[config.mk]
export PLATFORM = sky130hd
export DESIGN_NAME = vga_pattern_gen
export DESIGN_NICKNAME = d
export VERILOG_FILES = /design/src/rtl/vga_pattern_gen.sv
export SDC_FILE = /design/constraint.sdc
export NUM_CORES = 1
export LEC_CHECK = 0
export ABC_AREA = 1
export ABC_CLOCK_PERIOD_IN_PS = 2800
export BUFFER_PORTS_ARGS = -buffer_cell sky130_fd_sc_hd__buf_2
export CAP_MARGIN = 20
export CELL_PAD_IN_SITES_DETAIL_PLACEMENT = 0
export CELL_PAD_IN_SITES_GLOBAL_PLACEMENT = 1
export CORE_MARGIN = 4
export CORE_UTILIZATION = 45
export CTS_CLUSTER_DIAMETER = 60
export DETAILED_ROUTE_END_ITERATION = 16
export PLACE_DENSITY = 0.9
export SYNTH_ARGS = -nofsm -noshare
export SYNTH_HDL_FRONTEND = slang
export SYNTH_SLANG_ARGS = --single-unit
export TNS_END_PERCENT = 100
[constraint.sdc]
create_clock -name clk_pix -period 2.8 [get_ports clk_pix]
set_input_delay 0.56 -clock clk_pix [delete_from_list [all_inputs] [get_ports clk_pix]]
set_output_delay 0.56 -clock clk_pix [all_outputs]
set_load 0.1 [all_outputs]
[src/rtl/vga_pattern_gen.sv]
// Frame-synchronous VGA test-pattern generator: solid, gradient, bars, checker, grid.
// Two-stage pipeline: stage 1 registers timing and control, stage 2 produces RGB.
module vga_pattern_gen #(
    parameter int COORD_W    = 10,
    parameter int COLOR_W    = 8,
    parameter int H_ACTIVE   = 640,
    parameter int V_ACTIVE   = 480,
    parameter int CHECK_LOG2 = 5,
    parameter int GRID_LOG2  = 6,
    parameter int FRAME_W    = 8
) (
    input  logic                   clk_pix,
    input  logic                   rst_pix_n,
    input  logic [COORD_W-1:0]     hCount,
    input  logic [COORD_W-1:0]     vCount,
    input  logic                   de,
    input  logic                   hSync,
    input  logic                   vSync,
    input  logic [2:0]             mode_sel,
    input  logic [3*COLOR_W-1:0]   solid_rgb,
    input  logic                   anim_en,
    output logic [COLOR_W-1:0]     r,
    output logic [COLOR_W-1:0]     g,
    output logic [COLOR_W-1:0]     b,
    output logic                   de_o,
    output logic                   hSync_o,
    output logic                   vSync_o,
    output logic [FRAME_W-1:0]     frame_cnt_o
);

    localparam int                 BAR_W    = H_ACTIVE / 8;
    localparam logic [COORD_W-1:0] BAR_LAST = COORD_W'(BAR_W - 1);
    localparam logic [COORD_W-1:0] X_LAST   = COORD_W'(H_ACTIVE - 1);
    localparam logic [COORD_W-1:0] Y_LAST   = COORD_W'(V_ACTIVE - 1);
    localparam logic [COLOR_W-1:0] FULL     = '1;

    logic [COORD_W-1:0]   r_x, r_y;
    logic                 r_de, r_hs, r_vs;
    logic [2:0]           r_mode;
    logic [3*COLOR_W-1:0] r_solid;
    logic [FRAME_W-1:0]   r_frame;
    logic [2:0]           r_bar_idx;
    logic [COORD_W-1:0]   r_bar_px;

    logic [COLOR_W-1:0]   r_r, r_g, r_b;
    logic                 r_de_o, r_hs_o, r_vs_o;

    logic                 w_frame_start;
    logic                 w_grid;
    logic                 w_check;
    logic [COLOR_W-1:0]   w_xc, w_yc;
    logic [COLOR_W-1:0]   w_r, w_g, w_b;
    logic [2:0]           w_bar;

    assign w_frame_start = (hCount == '0) && (vCount == '0);

    // Mode, colour and frame count only change at frame start so a frame is never torn.
    always_ff @(posedge clk_pix or negedge rst_pix_n) begin
        if (!rst_pix_n) begin
            r_x       <= '0;
            r_y       <= '0;
            r_de      <= 1'b0;
            r_hs      <= 1'b0;
            r_vs      <= 1'b0;
            r_mode    <= '0;
            r_solid   <= '0;
            r_frame   <= '0;
            r_bar_idx <= '0;
            r_bar_px  <= '0;
        end else begin
            r_x  <= hCount;
            r_y  <= vCount;
            r_de <= de;
            r_hs <= hSync;
            r_vs <= vSync;
            if (w_frame_start) begin
                r_mode  <= mode_sel;
                r_solid <= solid_rgb;
                if (anim_en) begin
                    r_frame <= r_frame + FRAME_W'(1);
                end
            end
            // Bar position tracked incrementally; bar 7 soaks up the H_ACTIVE%8 remainder.
            if (hCount == '0) begin
                r_bar_idx <= '0;
                r_bar_px  <= '0;
            end else if (r_bar_px == BAR_LAST && r_bar_idx != 3'd7) begin
                r_bar_idx <= r_bar_idx + 3'd1;
                r_bar_px  <= '0;
            end else begin
                r_bar_px  <= r_bar_px + COORD_W'(1);
            end
        end
    end

    assign w_xc    = COLOR_W'(r_x);
    assign w_yc    = COLOR_W'(r_y);
    assign w_check = r_x[CHECK_LOG2] ^ r_y[CHECK_LOG2] ^ r_frame[5];
    assign w_grid  = (r_x == '0) || (r_x == X_LAST) || (r_y == '0) || (r_y == Y_LAST) ||
                     (r_x[GRID_LOG2-1:0] == '0) || (r_y[GRID_LOG2-1:0] == '0);

    always_comb begin
        w_r   = '0;
        w_g   = '0;
        w_b   = '0;
        w_bar = 3'b000;
        case (r_bar_idx)
            3'd0:    w_bar = 3'b111;
            3'd1:    w_bar = 3'b110;
            3'd2:    w_bar = 3'b011;
            3'd3:    w_bar = 3'b010;
            3'd4:    w_bar = 3'b101;
            3'd5:    w_bar = 3'b100;
            3'd6:    w_bar = 3'b001;
            default: w_bar = 3'b000;
        endcase
        case (r_mode)
            3'd0: {w_r, w_g, w_b} = r_solid;
            3'd1: begin
                w_r = w_xc + COLOR_W'(r_frame);
                w_g = w_yc;
                w_b = w_xc ^ w_yc;
            end
            3'd2: begin
                w_r = {COLOR_W{w_bar[2]}};
                w_g = {COLOR_W{w_bar[1]}};
                w_b = {COLOR_W{w_bar[0]}};
            end
            3'd3: if (w_check) begin
                w_r = FULL;
                w_g = FULL;
                w_b = FULL;
            end
            3'd4: if (w_grid) begin
                w_r = FULL;
                w_g = FULL;
                w_b = FULL;
            end
            default: ;
        endcase
        if (!r_de) begin
            w_r = '0;
            w_g = '0;
            w_b = '0;
        end
    end

    always_ff @(posedge clk_pix or negedge rst_pix_n) begin
        if (!rst_pix_n) begin
            r_r    <= '0;
            r_g    <= '0;
            r_b    <= '0;
            r_de_o <= 1'b0;
            r_hs_o <= 1'b0;
            r_vs_o <= 1'b0;
        end else begin
            r_r    <= w_r;
            r_g    <= w_g;
            r_b    <= w_b;
            r_de_o <= r_de;
            r_hs_o <= r_hs;
            r_vs_o <= r_vs;
        end
    end

    assign r           = r_r;
    assign g           = r_g;
    assign b           = r_b;
    assign de_o        = r_de_o;
    assign hSync_o     = r_hs_o;
    assign vSync_o     = r_vs_o;
    assign frame_cnt_o = r_frame;

endmodule

* Word-level counts from Yosys, hierarchy flattened
Cells that the tools add are included.
Storage, ports and cells: register bits 98, input port bits 53, output and inout bits 35, word-level logic and storage cells 67
Operators by class: add/sub/neg operators 4, eq/ne operators 14, muxes and demuxes 13, bitwise logic cells 3, reductions and logical operators 17
Operator list (number):
- one-hot mux 8 bit (5 select lines) | 3
- zero test 10 bit | 4
- 2-to-1 mux 8 bit | 5
- one-hot mux 3 bit (7 select lines) | 1
- 2-to-1 mux 10 bit | 2
- equality test 3 x 2 -> 1 bit, second input constant | 4
- equality test 3 bit, second input constant | 4
- zero test 6 bit | 2
- adder 10 x 1 -> 10 bit, second input constant | 1
- equality test 10 bit, second input constant | 1
- equality test 10 x 7 -> 1 bit, second input constant | 1
- equality test 10 x 9 -> 1 bit, second input constant | 1
- adder 8 x 1 -> 8 bit, second input constant | 1
- adder 8 bit | 1
- XOR 8 bit | 1
- equality test 3 x 1 -> 1 bit, second input constant | 2
- zero test 3 bit | 2
- 2-to-1 mux 3 bit | 2
- logical OR 1 bit | 5
- adder 3 x 1 -> 3 bit, second input constant | 1
- inequality test 3 bit, second input constant | 1
- logical AND 1 bit | 2
- AND reduction 2 bit | 1
- nonzero test 2 bit | 1
- XOR 1 bit | 2

* Depth between registers and ports, before layout
Gate-level depths: netlist of the first run.
depth after elaboration 9, mapped depth 11, depth with buffers taken out 11

* Least setup slack after synthesis of the first run
Ideal clock, no wire load.
path kind register -> register, start point reg r_frame[0] (netlist: frame_cnt_o[0]), end point reg r_r[2] (netlist: r[2]), setup time 0.120 ns, arrival 2.285 ns, required time 2.680 ns, path slack 0.395 ns, stages on the path, launching flop included 7, path buffers 0, clock period less this slack 2.405 ns, path through dfrtp_1 > ha_1 > fa_1 > or2_2 > a32o_1 > o21ai_0 > inv_1
Between the ends: word-level cells in the longest chain between the ends 3
RTL lines:
- from (decl) | RTL line 41 | logic [FRAME_W-1:0] r_frame;
- from (signal assigned) | RTL line 80 | r_frame <= r_frame + FRAME_W'(1);
- adder 8 bit | RTL line 120 | w_r = w_xc + COLOR_W'(r_frame);
- one-hot mux 8 bit (5 select lines) | RTL line 117 | case (r_mode)
- 2-to-1 mux 8 bit | RTL line 141 | if (!r_de) begin
- via w_r[2] | RTL line 52 | logic [COLOR_W-1:0] w_r, w_g, w_b;
- to (signal assigned) | RTL line 157 | r_r <= w_r;
- to (decl) | RTL line 45 | logic [COLOR_W-1:0] r_r, r_g, r_b;
The timed path passes the listed nets, and every way through them passes these cells. A chain may end at the register's enable or synchronous reset.

* Worst setup path after layout of the first run
start point reg r_x[0], end point reg r_r[2] (netlist: r[2])
Between the ends: word-level cells in the longest chain between the ends 9, elaborated cells between the ends (all ways) 12, those cells by class add/sub: 1; eq/ne: 1; mux: 3; reduce/logical: 7
RTL lines:
- from (decl) | RTL line 37 | logic [COORD_W-1:0] r_x, r_y;
- from (signal assigned) | RTL line 71 | r_x <= hCount;
- equality test 10 bit / zero test 10 bit (equally long branches) | RTL line 99 | assign w_grid = (r_x == '0) || (r_x == X_LAST) || (r_y == '0) || (r_y == Y_LAST) ||
- logical OR 1 bit (4 in a row) | RTL line 99
- logical OR 1 bit | RTL line 100 | (r_x[GRID_LOG2-1:0] == '0) || (r_y[GRID_LOG2-1:0] == '0);
- 2-to-1 mux 8 bit | RTL line 134 | 3'd4: if (w_grid) begin
- one-hot mux 8 bit (5 select lines) (*) | RTL line 117
- 2-to-1 mux 8 bit (*) | RTL line 141
- via w_r[2] | RTL line 52
Mark *: on every way through the listed nets, which the timed path passes. The rest lies on a longest branch.

==> run_results.csv, run 1 <==
group,metric,value,unit
status,status,"finished clean",
place,place_inst,735,
layout,fillerInstances,929,
routing,drt-total-wl,10.3,mm
yosys,syn_nets,592,
die,core,9860,um2
die,fp.dieW,109,um
routing,ant_nets,0,
timing,fmax,0.501,GHz
clock_network,cts_root_buf,"clkbuf_8",
routing,route.vias.total,3638,
die,io_pins,88,
layout,final_nets,682,
global_routing,first_global_vias,3448,
yosys,synth_edf_count,0,
layout,areaGrowthSynthToFinish,16.4,%
yosys,ys_ff_latch,98,
yosys,syn_area_per_cell,8.79,um2
global_routing,grt_start_max_net_pins,46,
routing,drc,0,
place,hpwl,7.88,mm
yosys,ys_top_cells_by_area,"dfrtp_1, nand2_1, inv_1",
setup_path,critical_path_arrival,2.26,ns
timing,slew_viol_final,0,
yosys,yosysUniqueCellTypes,38,
place,port-buffer-count,87,
routing,vias_per_cell,4.84,
layout,drive_above_1_share,0.194,
clock_network,clk_pin_slew,0.11,ns
yosys,synth_top_area_frac,0.534,
clock_network,cts_setup_buffers,0,
yosys,async_flop_share,1.00,
yosys,ys_warn_count,0,
die,row_count,36,
routing,drt_iter0_markers,188,
global_routing,grt_usage,0.184,
clock_network,cts_sinks,98,
die,die_h,109,um
setup_path,cp.required,3.07,ns
power,peakVddDrop,0.401,mV
place,gp_congestion,0.856,
timing,tightest_slew,0.780,ns
setup_path,endpoint_kind,"flop",
clock_network,clk_latency,0.36,ns
setup_path,path_cells,"ha_1 > fa_1 > or2_2 > a32o_1 > o21ai_0 > inv_1",
timing,rsz0062_at_grt,"false",
die,dieArea,11900,um2
setup_path,crit_path_top_delay_cell,"dfrtp_1",
hold_path,min-delay-path-class,"in -> async",
clock_network,ctsHoldBuffers,0,
clock_network,cts_tree,"yes",
die,initial_utilization,0.466,
global_routing,gr-total-overflow,0,
power,p_leak,3.12,nW
yosys,syn_area,4600,um2
timing,whs,0.110,ns
job,max_cap_violations,0,
yosys,yosysTopAreaCell,"dfrtp_1",
place,placed_cell_area,5150,um2
timing,setup_violations,0,
setup_path,path_class,"reg -> reg",
setup_path,critPathMaxFanout,4,
global_routing,grt_pass1_wl,16.9,mm
timing,finalHoldViolations,0,
yosys,syn-instance-count,523,
power,power.density,519,nW/um2
timing,fin_tns_setup,0,ns
setup_path,max_stage_delay,0.46,ns
yosys,yosysSeqAreaShare,0.534,
global_routing,antenna_found_initial,0,
yosys,synth_top_flop_cell,"dfrtp_1",
clock_network,cts_max_level,3,
timing,fin_skew,0.0170,ns
timing,max_slew_margin,0.479,
clock_network,cts_made_buffers,9,
timing,fin_crit_sh,0.712,
timing,fin_crit,1.99,ns
layout,num_antenna_cells,0,
setup_path,crit_path_start_kind,"flop",
clock_network,post_cts_resized,0,
layout,fin_cells,751,
layout,final_area,5350,um2
clock_network,clock_path_buffers,2,
routing,drt_first_pass_iters,4,
routing,wl_per_cell,13.7,um
==> cell type report <==
cell class              count  area (um2)  area share
flip-flops and latches     98        2450       0.458
multi-input cells         349        1810       0.339
repair buffers             91         480      0.0898
inverters                  64         240      0.0449
well taps                 133         166      0.0311
clock buffers              10         138      0.0257
clock inverters             6        61.3      0.0115
==> cells in the mapped netlist (all sizes together) (5+ instances only) <==
cell and instances:
nand2 167, dfrtp 98, inv 63, nor2 42, nand3 28, o21ai 20
a21oi 16, ha 15, buf 12, xor2 11, a22o 8, nand4 7
nor3 7, xnor2 7, a22oi 5
==> through the flow <==
| step | total power [mW] | utilization | setup slack, ns |
|---|---|---|---|
| after floorplan | 1.78 | - | 0.395 |
| after global placement | 1.90 | 0.522 | 0.649 |
| after detailed placement | 1.92 | 0.522 | 0.596 |
| after CTS | 2.80 | 0.542 | 0.799 |
| after global routing | 2.93 | 0.542 | 0.699 |
| final | 2.78 | 0.542 | 0.805 |
==> critical path, delay by kind of cell (launching register included) <==
family	cells	cell delay (ns)
AOI/OAI and AO/OA	2	0.42
adders and majority gates	2	0.67
DFF	1	0.46
buffers and inverters	1	0.05
and+or+nand+nor	1	0.31
==> power by group <==
group	switching [mW]	internal (mW)
sequential	0.0905	1.50
combinational	0.175	0.123
clock	0.525	0.366
==> sequential cells by signal, summed over array words and instances, names as in the netlist <==
signal,cells
b,8
de_o,1
frame_cnt_o,8
g,8
hSync_o,1
r,8
r_bar_idx,3
r_bar_px,10
r_de,1
r_hs,1
r_mode,3
r_solid,24
r_vs,1
r_x,10
r_y,10
vSync_o,1
==> metal layers <==
| layer | wire [um] | vias up | track usage | part of all wire |
|---|---|---|---|---|
| met5 | 0 | - | 0 | 0 |
| met4 | 113 | 0 | 0.0550 | 0.011 |
| met3 | 613 | 9 | 0.0290 | 0.060 |
| met2 | 4930 | 108 | 0.294 | 0.48 |
| met1 | 4620 | 1686 | 0.257 | 0.45 |
| li1 | - | 1835 | - | - |
==> cell usage in the layout, fill, tap and decap left out, types with 11 or more instances in the layout <==
cell type | synthesis | layout
inv_1 | 62 | 62
o21ai_0 | 19 | 19
buf_2 | 7 | 86
a21oi_1 | 16 | 16
nor2_1 | 39 | 39
ha_1 | 15 | 15
nand2_1 | 164 | 164
nand3_1 | 26 | 26
dfrtp_1 | 98 | 98
xor2_1 | 11 | 11
==> path summary, 6_finish.rpt <==
check / start / end / slack (ns) / cells after the start
hold reg to reg: r_hs / hSync_o / 0.36 / 0
setup / recovery: r_x[0] / r[2] / 0.81 / 6
setup reg to reg: r_x[0] / r[2] / 0.81 / 6
hold / removal: rst_pix_n / r_x[4] / 0.11 / 1
max in group asynchronous: rst_pix_n / r_solid[6] / 2.01 / 2
min in group clk_pix: hSync / r_hs / 0.30 / 1
==> kinds of logic after synthesis <==
family,synth area share
and+or+nand+nor,0.240
buffers and inverters,0.0721
DFF,0.534
adders and majority gates,0.0452
AOI/OAI and AO/OA,0.0746
xor gates and xnor gates,0.0343
Note: power is estimated with default switching activity, not from simulation.
==> run 2, diff against run 1 <==
--- a/config.mk
+++ b/config.mk
@@ -6,16 +6,16 @@
 export NUM_CORES = 1
 export LEC_CHECK = 0
 export ABC_AREA = 1
-export ABC_CLOCK_PERIOD_IN_PS = 2800
+export ABC_CLOCK_PERIOD_IN_PS = 1800
 export BUFFER_PORTS_ARGS = -buffer_cell sky130_fd_sc_hd__buf_2
 export CAP_MARGIN = 20
 export CELL_PAD_IN_SITES_DETAIL_PLACEMENT = 0
 export CELL_PAD_IN_SITES_GLOBAL_PLACEMENT = 1
 export CORE_MARGIN = 4
-export CORE_UTILIZATION = 45
+export CORE_UTILIZATION = 37
 export CTS_CLUSTER_DIAMETER = 60
 export DETAILED_ROUTE_END_ITERATION = 16
-export PLACE_DENSITY = 0.9
+export PLACE_DENSITY = 0.8
 export SYNTH_ARGS = -nofsm -noshare
 export SYNTH_HDL_FRONTEND = slang
 export SYNTH_SLANG_ARGS = --single-unit
==> constraint.sdc (replaced) <==
create_clock -name clk_pix -period 1.8 [get_ports clk_pix]
set_input_delay 0.36 -clock clk_pix [delete_from_list [all_inputs] [get_ports clk_pix]]
set_output_delay 0.36 -clock clk_pix [all_outputs]
set_load 0.1 [all_outputs]
==> run 2 against run 1 <==
Core utilization is 6.8 points lower; clock power is 120% higher; via count grew 0.85%; design area up 6.9%; flip-flop and latch count is the same; non-clock buffer count rose by 13; setup slack got worse by 0.80 ns; combinational power increased by 59%.
==> run_results.csv, run 2 (synthesis gave the netlist of run 1 again) <==
group,metric,value,unit
power,power.density,859,nW/um2
global_routing,antenna_found_initial,0,
clock_network,clock_path_buffers,2,
layout,drive_above_1_share,0.236,
timing,finalHoldViolations,0,
timing,fin_tns_setup,0,ns
place,hpwl,8.55,mm
die,row_count,40,
layout,largest-register,"r_solid",
clock_network,cts_tree,"yes",
die,dieArea,14300,um2
setup_path,endpoint_kind,"flop",
layout,mostFrequentLayoutCells,"nand2_1, dfrtp_1, buf_2",
layout,final_nets,695,
die,core,12100,um2
clock_network,cts_sinks,98,
die,io_pins,88,
global_routing,first_global_vias,3878,
setup_path,critPathMaxFanout,4,
global_routing,grt_pass1_wl,18.8,mm
global_routing,grt_usage,0.166,
power,peakVddDrop,0.427,mV
layout,layout_commonest_cell,"nand2_1",
timing,max_slew_margin,0.673,
routing,route.vias.total,3669,
timing,fin_crit_sh,0.995,
power,power,4.91,mW
routing,vias_per_cell,4.59,
hold_path,min-delay-path-class,"in -> reg",
clock_network,cts_root_buf,"clkbuf_16",
status,status,"finished clean",
die,die_h,119,um
setup_path,critical_path_arrival,2.03,ns
global_routing,gr-total-overflow,0,
routing,drt_first_pass_iters,4,
timing,slew_viol_final,0,
timing,fmax,0.558,GHz
clock_network,clk_pin_slew,0.06,ns
timing,setup_violations,0,
power,p_leak,3.23,nW
timing,fin_skew,0.00568,ns
timing,rsz0062_at_grt,"true",
routing,ant_nets,0,
setup_path,crit_path_start_kind,"flop",
clock_network,clk_latency,0.35,ns
global_routing,grt_start_max_net_pins,47,
setup_path,path_class,"reg -> reg",
timing,tightest_slew,0.493,ns
place,gp_congestion,0.862,
layout,num_antenna_cells,0,
die,initial_utilization,0.381,
die,fp.dieW,119,um
routing,drt-total-wl,11.2,mm
routing,wl_per_cell,14.0,um
job,max_cap_violations,0,
routing,drc,0,
clock_network,cts_setup_buffers,0,
place,port-buffer-count,87,
timing,fin_crit,1.79,ns
routing,drt_iter0_markers,208,
clock_network,cts_made_buffers,9,
layout,largest_reg_flops,24,
layout,areaGrowthSynthToFinish,24.5,%
clock_network,cts_max_level,3,
setup_path,cp.required,2.04,ns
## run 2: timing repair
action | 4_1_cts | 5_1_grt
pin swaps | 0 | 2
endpoints found under the hold margin | 25 | 0
endpoints found under the setup margin | 1 | 21
gates resized for setup | 0 | 11
hold buffers | 1 | 0
## run 2: path summary, 6_finish.rpt
check | cells past startpoint | slack [ns] | from | end
max in group asynchronous | 3 | 0.74 | rst_pix_n | r[7]
setup reg to reg | 6 | 0.009 | frame_cnt_o[0] | r[2]
hold / removal | 1 | 0.11 | hSync | r_hs
hold reg to reg | 0 | 0.35 | r_hs | hSync_o
min in group asynchronous | 2 | 0.47 | rst_pix_n | frame_cnt_o[3]
setup / recovery | 6 | 0.009 | frame_cnt_o[0] | r[2]
## run 2: critical path: stages, from the launching register on
cell	delay, ns
dfrtp_4	0.49
ha_4	0.17
fa_2	0.38
or2_4	0.23
a32o_1	0.25
o21ai_1	0.11
inv_1	0.05
## run 2: report_power, final
group,total (mW),switching [mW],internal [mW]
registers,2.47,0.142,2.33
logic,0.474,0.270,0.204
clock network,1.97,0.813,1.15
total,4.91,1.23,3.69
## run 2: area by class of cell
| class | count | area [um2] |
|---|---|---|
| inverter | 64 | 240 |
| clock buffer | 12 | 256 |
| sequential | 98 | 2470 |
| timing repair buffer | 104 | 606 |
| multi-input combinational | 349 | 1890 |
| tap | 168 | 210 |
| fill | 1202 | 6340 |
| clock inverter | 4 | 48.8 |
## run 2: metal layers
| layer | up-vias | share of wire | global-route usage |
|---|---|---|---|
| met5 | - | 0 | 0 |
| li1 | 1862 | - | - |
| met1 | 1712 | 0.44 | 0.205 |
| met2 | 75 | 0.48 | 0.271 |
| met4 | 0 | 0.021 | 0.0616 |
| met3 | 20 | 0.059 | 0.0537 |
## run 2: stage by stage
| step | util | hold WS (ns) | std cells | worst slack (ns) | instance area, um2 |
|---|---|---|---|---|---|
| finish | 0.474 | 0.111 | 799 | 0.00931 | 5720 |
| global route | 0.474 | 0.0924 | 799 | -0.0475 | 5720 |
| CTS | 0.471 | 0.0984 | 799 | -0.00253 | 5680 |
| detailed placement | 0.445 | 0.316 | 782 | 0.0157 | 5360 |
| global placement | 0.445 | 0.308 | 782 | 0.0346 | 5360 |
| floorplan | - | 0.0644 | 523 | -0.121 | 4650 |
==> run 3, diff against run 2 <==
==> config.mk (replaced) <==
export PLATFORM = sky130hd
export DESIGN_NAME = vga_pattern_gen
export DESIGN_NICKNAME = d
export VERILOG_FILES = /design/src/rtl/vga_pattern_gen.sv
export SDC_FILE = /design/constraint.sdc
export NUM_CORES = 1
export LEC_CHECK = 0
export ABC_AREA = 0
export ABC_CLOCK_PERIOD_IN_PS = 1800
export BUFFER_PORTS_ARGS = -buffer_cell sky130_fd_sc_hd__buf_2
export CELL_PAD_IN_SITES_DETAIL_PLACEMENT = 0
export CELL_PAD_IN_SITES_GLOBAL_PLACEMENT = 1
export CORE_MARGIN = 4
export CORE_UTILIZATION = 39
export CTS_CLUSTER_DIAMETER = 60
export DETAILED_ROUTE_END_ITERATION = 16
export PLACE_DENSITY = 0.8
export SYNTH_ARGS = -nofsm -noshare
export SYNTH_HDL_FRONTEND = slang
export SYNTH_SLANG_ARGS = --single-unit
export TNS_END_PERCENT = 5
==> run 3 against run 2 <==
The run now ends with setup timing left; flip-flop and latch count unchanged; critical endpoint is now r[4]; cell count is 18% lower; worst hold slack worse by 0.015 ns; core utilization grew 9.2 points; first-iteration DRC count shrank 27%; clock power is 26% lower; largest cell class unchanged; global-route usage is 0.30 points lower; area after synthesis decreased by 7.9%.
==> run_results.csv, run 3 <==
group,metric,value,unit
power,power.density,813,nW/um2
die,core,10500,um2
yosys,synth_top_family_by_area,"simple AND/OR/NAND/NOR gates",
die,io_pins,88,
yosys,synthXorXnorAreaFrac,0.0600,
place,port-buffer-count,87,
setup_path,crit_buf_inv,1,
place,dp_slack,-0.443,ns
timing,setup_ws,-0.155,ns
routing,drt_first_pass_iters,5,
timing,rsz0062_at_grt,"true",
yosys,synth_top_area_frac,0.580,
power,peakVddDrop,0.433,mV
setup_path,reg2reg_from,"frame_cnt_o[0]",
layout,mostFrequentLayoutCells,"dfrtp_1, buf_2, buf_4",
die,row_count,37,
yosys,ys_ff_latch,98,
global_routing,grt_pass1_wl,16.4,mm
setup_path,rrSetupSlack,-0.16,ns
global_routing,grt_start_max_net_pins,62,
hold_path,worstHoldEndpoint,"r_de",
hold_path,min-delay-path-class,"in -> reg",
yosys,synth-simple-area-share,0.112,
global_routing,grt_usage,0.163,
timing,fin_crit_sh,1.09,
clock_network,cts_root_buf,"clkbuf_8",
die,dieArea,12600,um2
setup_path,crit_path_top_delay_cell,"dfrtp_4",
timing,slew_viol_final,0,
setup_path,r2r_cells,8,
timing,fin_crit,1.96,ns
status,status,"finished, violations left",
clock_network,cts_made_buffers,9,
timing,fmax,0.511,GHz
yosys,synthTopCellsByCount,"dfrtp_1, a21oi_1, mux2_2, nor2_1, a22oi_1",
yosys,yosysTopAreaCell,"dfrtp_1",
layout,fillerInstances,893,
routing,drt-total-wl,10.2,mm
yosys,ys_top_cells_by_area,"dfrtp_1, mux2_2, ha_1",
layout,layout_commonest_cell,"dfrtp_1",
timing,tightest_slew,0.587,ns
setup_path,max_stage_delay,0.50,ns
yosys,yosysUniqueCellTypes,46,
clock_network,cts_tree,"yes",
layout,areaGrowthSynthToFinish,40.0,%
yosys,synth_top_flop_cell,"dfrtp_1",
die,initial_utilization,0.404,
timing,fin_tns_setup,-0.476,ns
routing,wl_per_cell,15.7,um
place,placed_cell_area,5410,um2
routing,route.vias.total,3264,
setup_path,endpoint_kind,"flop",
yosys,synth_compound_area_frac,0.103,
yosys,synth_mux_area_frac,0.0742,
yosys,syn_area_per_cell,12.3,um2
timing,fin_skew,0.00860,ns
yosys,async_flop_share,1.00,
place,hpwl,7.67,mm
routing,drt_iter0_markers,152,
die,die_h,112,um
clock_network,cts_sinks,98,
global_routing,first_global_vias,3306,
hold_path,whs_path_depth,1,
routing,vias_per_cell,5.01,
routing,ant_nets,0,
clock_network,clock_path_buffers,2,
yosys,synth_edf_count,0,
yosys,syn_nets,414,
timing,finalHoldViolations,0,
power,p_leak,2.95,nW
routing,drc,0,
setup_path,cpLargestDelayFamily,"compound AO/OA/AOI/OAI gates",
yosys,ys_warn_count,0,
layout,num_antenna_cells,0,
timing,max_slew_margin,0.608,
yosys,synthAdderAreaFrac,0.0491,
setup_path,path_cells,"ha_4 > fa_2 > a21o_1 > buf_4 > a211oi_2 > nor2_1 > a22oi_1 > a21oi_1",
layout,drive_above_1_share,0.506,
layout,final_nets,580,
yosys,yosysSeqAreaShare,0.580,
setup_path,r2r_end,"r[4]",
hold_path,min-delay-start,"de",
global_routing,gr-total-overflow,0,
setup_path,crit_path_start_kind,"flop",
setup_path,critical_path_arrival,2.20,ns
yosys,syn-instance-count,345,
layout,largest_reg_flops,24,
clock_network,clk_latency,0.36,ns
die,fp.dieW,112,um
clock_network,cts_max_level,3,
global_routing,antenna_found_initial,0,
setup_path,path_class,"reg -> reg",
setup_path,critPathMaxFanout,2,
yosys,syn_area,4230,um2
timing,setup_violations,10,
place,gp_congestion,0.815,
clock_network,clk_pin_slew,0.09,ns
layout,largest-register,"r_solid",
job,max_cap_violations,0,
setup_path,cp.required,2.05,ns
status,violations,"setup timing",
yosys,post-synth-top-count-cell,"dfrtp_1",
layout,final_area,5920,um2
run 3: cell types whose count changed in the layout (fill, tap and decap cells not counted), sizes merged, moves of 6 or more:
| cell | previous run | this run |
|---|---|---|
| nand2 | 167 | 10 |
| buf | 103 | 167 |
| inv | 64 | 12 |
| mux2 | 0 | 27 |
| nand3 | 28 | 10 |
| a22oi | 5 | 21 |
| nor2 | 42 | 27 |
| o21ai | 20 | 5 |
| a21oi | 16 | 28 |
| a22o | 8 | 0 |
| xnor2 | 7 | 13 |
run 3: worst register-to-register path, delay by kind of cell (launching register included):
family          cells  cell delay (ns)
compound gates      4             0.60
flops               1             0.50
fa+ha+maj           2             0.52
buf+inv             1             0.14
simple gates        1             0.09
run 3: how the worst max path moves through the flow:
stage	end	from	slack (ns)	cells past startpoint
finish	r[4]	frame_cnt_o[0]	-0.16	8
global placement	g[0]	r_x[5]	-0.41	5
global route	r[4]	frame_cnt_o[0]	-0.22	8
detailed placement	frame_cnt_o[5]	hCount[5]	-0.44	8
CTS	r[6]	frame_cnt_o[0]	-0.13	8
floorplan	r_mode[1]	hCount[5]	-0.30	5
run 3: layout make-up:
type                       instances  area [um2]  share of cell area
tap                              136         170              0.0287
timing repair buffer             168        1120               0.189
multi-input combinational        225        1920               0.325
sequential                        98        2470               0.417
clock inverter                     7        83.8              0.0142
clock buffer                       9         124              0.0209
inverter                           9        33.8             0.00570
run 3: layer usage:
layer | global-route usage | wire length (um) | vias to the layer above
met5 | 0 | 0 | -
met4 | 0.0337 | 76 | 0
met3 | 0.0453 | 665 | 8
met2 | 0.263 | 4820 | 123
met1 | 0.221 | 4650 | 1566
li1 | - | - | 1567
run 3: metrics by stage:
stage / instances / power [mW] / hold WS, ns / utilization
6_report: 652 / 4.81 / 0.0961 / 0.566
5_1_grt: 652 / 5.04 / 0.0646 / 0.566
4_1_cts: 651 / 4.84 / 0.0764 / 0.554
3_5_place_dp: 626 / 3.36 / 0.174 / 0.517
3_3_place_gp: 626 / 3.34 / 0.175 / 0.517
2_1_floorplan: 345 / 3.03 / 0.0644 / -
run 3: kinds of logic after synthesis:
logic type      count (synthesis)
compound gates                 69
xor+xnor                       29
fa+ha+maj                      16
buf+inv                        22
flops                          98
mux                            28
simple gates                   83
run 3: repair_timing:
action | CTS | global route
hold buffers | 1 | 0
resized for setup | 25 | 28
pin swaps | 14 | 7
buffers inserted | 8 | 1
endpoints found under the setup margin | 51 | 67
hold endpoints to repair | 4 | 0
run 3: power breakdown:
| group | switching [mW] | total (mW) | internal [mW] |
|---|---|---|---|
| Clock | 0.786 | 1.46 | 0.669 |
| Sequential | 0.113 | 2.46 | 2.35 |
| Combinational | 0.557 | 0.899 | 0.342 |
